### config.mk
export PLATFORM = sky130hd
export DESIGN_NAME = gpio_pad_ctrl
export DESIGN_NICKNAME = d
export VERILOG_FILES = /design/src/rtl/gpio_pad_ctrl.sv
export SDC_FILE = /design/constraint.sdc
export NUM_CORES = 1
export LEC_CHECK = 0
export ABC_AREA = 1
export ABC_CLOCK_PERIOD_IN_PS = 3050
export BUFFER_PORTS_ARGS = -buffer_cell sky130_fd_sc_hd__buf_2
export CAP_MARGIN = 20
export CELL_PAD_IN_SITES_DETAIL_PLACEMENT = 1
export CELL_PAD_IN_SITES_GLOBAL_PLACEMENT = 1
export CORE_MARGIN = 10
export CORE_UTILIZATION = 43
export DETAILED_ROUTE_END_ITERATION = 8
export PLACE_DENSITY = 0.93
export SLEW_MARGIN = 15
export SYNTH_ARGS = -nofsm -noshare
export SYNTH_HDL_FRONTEND = slang
export SYNTH_SLANG_ARGS = --single-unit
### constraint.sdc
create_clock -name clk -period 3.05 [get_ports clk]
set_clock_uncertainty 0.05 [all_clocks]
set_input_delay 0.1525 -clock clk [delete_from_list [all_inputs] [get_ports clk]]
set_output_delay 0.1525 -clock clk [all_outputs]
set_load 0.005 [all_outputs]
### src/rtl/gpio_pad_ctrl.sv
`default_nettype none
// +------------------------------------------------------------------------+
// | Module   : gpio_pad_ctrl                                               |
// | Function : GPIO pad stage - mode decode, input sync/debounce and       |
// |            sticky edge interrupts.                                     |
// | Revision : 1.0  initial release                                        |
// +------------------------------------------------------------------------+
module gpio_pad_ctrl #(
  parameter int N_IO       = 16,
  parameter int DEB_CYCLES = 16,
  parameter int CNT_W      = 8
) (
  input  logic              clk,
  input  logic              rst,
  input  logic [2*N_IO-1:0] reg_ctrl,
  input  logic [31:0]       reg_data,
  input  logic [N_IO-1:0]   pad_i,
  output logic [N_IO-1:0]   pad_o,
  output logic [N_IO-1:0]   pad_oe,
  output logic [N_IO-1:0]   io_pin_o,
  input  logic [N_IO-1:0]   rise_en_i,
  input  logic [N_IO-1:0]   fall_en_i,
  input  logic [N_IO-1:0]   irq_clr_i,
  output logic [N_IO-1:0]   irq_pend_o,
  output logic              irq_o
);

  localparam logic [1:0]       MODE_OUT = 2'b01;
  localparam logic [1:0]       MODE_IN  = 2'b10;
  localparam logic [CNT_W-1:0] CNT_LAST = CNT_W'(DEB_CYCLES - 1);

  logic [N_IO-1:0]  is_out, is_in;
  logic [N_IO-1:0]  pad_o_d, pad_o_q, pad_oe_d, pad_oe_q;
  logic [N_IO-1:0]  s1_d, s1_q, s2_d, s2_q;
  logic [N_IO-1:0]  deb_d, deb_q, deb_dly_d, deb_dly_q;
  logic [CNT_W-1:0] cnt_d [N_IO];
  logic [CNT_W-1:0] cnt_q [N_IO];
  logic [N_IO-1:0]  rise, fall, set;
  logic [N_IO-1:0]  pend_d, pend_q;
  logic             irq_d, irq_q;

  // Data bits above the pin count have no pad to drive.
  if (N_IO < 32) begin : g_data_unused
    logic unused_data;
    assign unused_data = ^reg_data[31:N_IO];
  end

  always_comb begin
    is_out   = '0;
    is_in    = '0;
    pad_oe_d = '0;
    pad_o_d  = '0;
    for (int i = 0; i < N_IO; i++) begin
      is_out[i]   = (reg_ctrl[2*i +: 2] == MODE_OUT);
      is_in[i]    = (reg_ctrl[2*i +: 2] == MODE_IN);
      pad_oe_d[i] = is_out[i];
      pad_o_d[i]  = reg_data[i] & is_out[i];
    end
  end

  always_comb begin
    s1_d  = pad_i;
    s2_d  = s1_q;
    deb_d = deb_q;
    cnt_d = cnt_q;
    for (int i = 0; i < N_IO; i++) begin
      if (s2_q[i] != deb_q[i]) begin
        if (cnt_q[i] == CNT_LAST) begin
          deb_d[i] = s2_q[i];
          cnt_d[i] = '0;
        end else begin
          cnt_d[i] = cnt_q[i] + CNT_W'(1);
        end
      end else begin
        cnt_d[i] = '0;
      end
    end
  end

  // Clear and set in the same cycle: the new event wins.
  always_comb begin
    deb_dly_d = deb_q;
    rise      = deb_q & ~deb_dly_q;
    fall      = ~deb_q & deb_dly_q;
    set       = is_in & ((rise & rise_en_i) | (fall & fall_en_i));
    pend_d    = set | (pend_q & ~irq_clr_i);
    irq_d     = |pend_d;
  end

  always_ff @(posedge clk) begin
    if (rst) begin
      pad_o_q   <= '0;
      pad_oe_q  <= '0;
      s1_q      <= '0;
      s2_q      <= '0;
      deb_q     <= '0;
      deb_dly_q <= '0;
      cnt_q     <= '{default: '0};
      pend_q    <= '0;
      irq_q     <= 1'b0;
    end else begin
      pad_o_q   <= pad_o_d;
      pad_oe_q  <= pad_oe_d;
      s1_q      <= s1_d;
      s2_q      <= s2_d;
      deb_q     <= deb_d;
      deb_dly_q <= deb_dly_d;
      cnt_q     <= cnt_d;
      pend_q    <= pend_d;
      irq_q     <= irq_d;
    end
  end

  assign pad_o      = pad_o_q;
  assign pad_oe     = pad_oe_q;
  assign io_pin_o   = deb_q;
  assign irq_pend_o = pend_q;
  assign irq_o      = irq_q;

endmodule
`default_nettype wire

==> results.sh <==
export IMPL_p_sw_mw=1.50
export IMPL_first_pass_iters=4
export IMPL_hold_viol=0
export IMPL_grt_max_degree=50
export IMPL_ff_latch_area_um2=4820
export IMPL_crit_path_end_kind="flip-flop"
export IMPL_row_count=54
export IMPL_avgRoutedWirePerCell_um=18.7
export IMPL_fin_crit_ns=1.70
export IMPL_cts_buffers=26
export IMPL_crit_top_cell="nand2_1"
export IMPL_fillerInstances=2621
export IMPL_post_cts_setup_buffer_count=0
export IMPL_yosysSeqAreaShare_pct=51.2
export IMPL_synth_net_count=1286
export IMPL_grt_pass1_wl_mm=51.5
export IMPL_nets=1582
export IMPL_grt_ovfl_total=0
export IMPL_synth_top_cells_by_area="dfxtp_1 (51%), nor2_1 (7.7%), inv_1 (6.8%)"
export IMPL_synthFlopType="dfxtp_1"
export IMPL_critical_path_class="reg -> reg"
export IMPL_core_um2=21700
export IMPL_power_frac_comb_pct=4.9
export IMPL_cts_sinks=241
export IMPL_num_vias=8810
export IMPL_syn_area_per_cell_um2=8.27
export IMPL_p_per_area_nw_per_um2=562
export IMPL_gp_congestion=0.801
export IMPL_hold_class="in -> reg"
export IMPL_ant_nets=0
export IMPL_p_int_mw=5.58
export IMPL_grt_pass1_vias=9825
export IMPL_synth_cell_types=43
export IMPL_final_max_slew_viol_count=0
export IMPL_clkTransAtPathRegs_ns=0.06
export IMPL_crit_slowest_cell="dlygate4sd3_1"
export IMPL_antenna_found_initial=1
export IMPL_clockRootBuffer="clkbuf_16"
export IMPL_synth_edf_count=0
export IMPL_start_util_pct=43.5
export IMPL_max_freq_mhz=590
export IMPL_relSlewSlack_pct=60.2
export IMPL_boundaryPins=195
export IMPL_setup_slack_ns=1.35
export IMPL_worstSetupStartpointType="flip-flop"
export IMPL_synth_seq_cells=241
export IMPL_finalSetupTns_ns=0
export IMPL_dp_slack_ns=1.52
export IMPL_rsz0062_at_grt="no"
export IMPL_postCtsResizedCells=0
export IMPL_cts_tree="yes"
export IMPL_io_buffers=178
export IMPL_pwr_share_seq_pct=45.4
export IMPL_die_y_um=168
export IMPL_syn_area_um2=9430
export IMPL_yosysTopAreaCellShare_pct=51.2
export IMPL_cap_violations=0
export IMPL_crit_chain="inv_1 -> nand3_1 -> nand2_1 -> nand2_1 -> a21oi_1 -> dlygate4sd3_1"
export IMPL_clkLatencyLatePin_ns=0.52
export IMPL_critPathArrivalTime_ns=2.10
export IMPL_status="finished, final reports clean"
export IMPL_post_route_period_util_pct=55.6
export IMPL_ir_drop_mv=0.361
export IMPL_totalWireLength_mm=32.5
export IMPL_final_layout_size_suffix_gt1_share_pct=17.7
export IMPL_async_flop_share_pct=0
export IMPL_multi_input_area_um2=3860
export IMPL_synthCells=1140
export IMPL_dr_first_iter_drc_count=387
export IMPL_area_growth_pct=33.5
export IMPL_h_tree_depth=1
export IMPL_cellLeakagePower_nw=5.55
export IMPL_critPathMaxFanout=4
export IMPL_whs_ns=0.0658
export IMPL_cp_data_required_time_ns=3.45
export IMPL_viasPerCell=5.07
export IMPL_p_total_mw=7.07
export IMPL_cts_hold_buf=102
export IMPL_yosysWarnings=0
export IMPL_yosys_area_top_type="dfxtp_1"
export IMPL_die_area_um2=28300
export IMPL_instances_no_fill=1736
export IMPL_p_clk_share_pct=49.8
export IMPL_hpwl_mm=18.4
export IMPL_synthTopCellsByCount="dfxtp_1 (241), nor2_1 (194), inv_1 (172), nand2_1 (155), nand3_1 (68)"
export IMPL_clockBufferDepth=3
export IMPL_switching_share_pct=21.2
export IMPL_worst_pin_slew_ns=0.597
export IMPL_die_w_um=168
export IMPL_placedCellCount=1586
export IMPL_finalSetupViolCount=0
export IMPL_grtUsageTotal_pct=22.2
export IMPL_synth_most_common_cell="dfxtp_1"
export IMPL_post_route_drc_count=0
export IMPL_crit_path_max_incr_delay_ns=0.64
worst paths after layout:
check,start,endpoint,slack (ns),cells past startpoint
setup / recovery,io_pin_o[1]$_SDFFE_PP0P_,irq_pend_o[1]$_SDFF_PP0_,1.35,6
hold reg to reg,s1_q[11]$_SDFF_PP0_,s2_q[11]$_SDFF_PP0_,0.36,2
hold / removal,rise_en_i[15],irq_pend_o[15]$_SDFF_PP0_,0.07,5
setup reg to reg,io_pin_o[1]$_SDFFE_PP0P_,irq_pend_o[1]$_SDFF_PP0_,1.35,6
power by group through the flow:
| stage | sequential [mW] | clock, mW | combinational, mW |
|---|---|---|---|
| 5_1_grt | 3.21 | 3.72 | 0.372 |
| 2_1_floorplan | 3.27 | 0 | 0.114 |
| 3_3_place_gp | 3.27 | 0 | 0.221 |
| 6_report | 3.21 | 3.52 | 0.345 |
| 4_1_cts | 3.21 | 3.55 | 0.322 |
| 3_5_place_dp | 3.27 | 0 | 0.231 |
cells in the final DEF (no fill, tap or decap), types with 4 or more instances in the layout:
| cell | instances |
|---|---|
| dfxtp_1 | 241 |
| nor2_1 | 194 |
| buf_2 | 177 |
| inv_1 | 172 |
| nand2_1 | 155 |
| dlygate4sd3_1 | 102 |
| nand3_1 | 68 |
| a21oi_1 | 63 |
| nor3_1 | 39 |
| nor3b_1 | 38 |
| xor2_1 | 33 |
| o21ai_0 | 27 |
| clkbuf_16 | 27 |
| ha_1 | 16 |
| nand3_4 | 12 |
| a31oi_1 | 7 |
| bufinv_16 | 6 |
| nand4_1 | 5 |
| nor3_2 | 5 |
| o21a_1 | 5 |
| xnor2_1 | 5 |
| and2_1 | 4 |
| and3_1 | 4 |
| nand3b_1 | 4 |
| nand4_4 | 4 |
| or2_2 | 4 |
| clkinv_2 | 4 |
| clkbuf_8 | 4 |
| clkbuf_1 | 4 |
critical path: cells and delay by family (launching register included):
kind,cells,cell delay (ns)
DFF,1,0.35
and+or+nand+nor,3,0.25
AOI/OAI and AO/OA,1,0.21
buffers and inverters,2,0.75
area by class of cell:
class	instances	share of cell area [%]
Clock buffer	35	5.93
Timing Repair Buffer	282	15.3
Multi-Input combinational cell	712	30.6
Clock inverter	12	1.71
Antenna cell	1	0.0199
Inverter	173	5.26
Sequential cell	241	38.3
Tap cell	280	2.78
cell families after synthesis:
kind of cell / count (synthesis) / synth area share [%]
AO/OA/AOI/OAI: 108 / 6.32
XOR/XNOR: 38 / 3.53
adder cells (fa/ha/maj): 16 / 2.12
buffers and inverters: 187 / 7.95
flip-flops: 241 / 51.2
AND/OR/NAND/NOR: 550 / 28.9
flip-flops by register name (all words and copies together), names as in the netlist:
name,flops
pad_oe,16
s1_q,16
cnt_q,128
irq_o,1
irq_pend_o,16
io_pin_o,16
deb_dly_q,16
pad_o,16
s2_q,16
stage by stage:
| stage | util, % | instance area (um^2) |
|---|---|---|
| 5_1_grt | 58.0 | 12600 |
| 4_1_cts | 58.0 | 12600 |
| 2_1_floorplan | - | 9430 |
| 6_report | 58.0 | 12600 |
| 3_5_place_dp | 48.9 | 10600 |
| 3_3_place_gp | 48.9 | 10600 |
layer usage:
| metal | vias up | global-route usage, % | part of all wire (%) |
|---|---|---|---|
| met5 | - | 0 | 0 |
| met4 | 0 | 9.46 | 4.2 |
| met3 | 100 | 4.82 | 5.1 |
| met2 | 241 | 44.1 | 55 |
| met1 | 4256 | 21.1 | 36 |
| li1 | 4213 | - | - |
(Power assumes the default switching activity.)
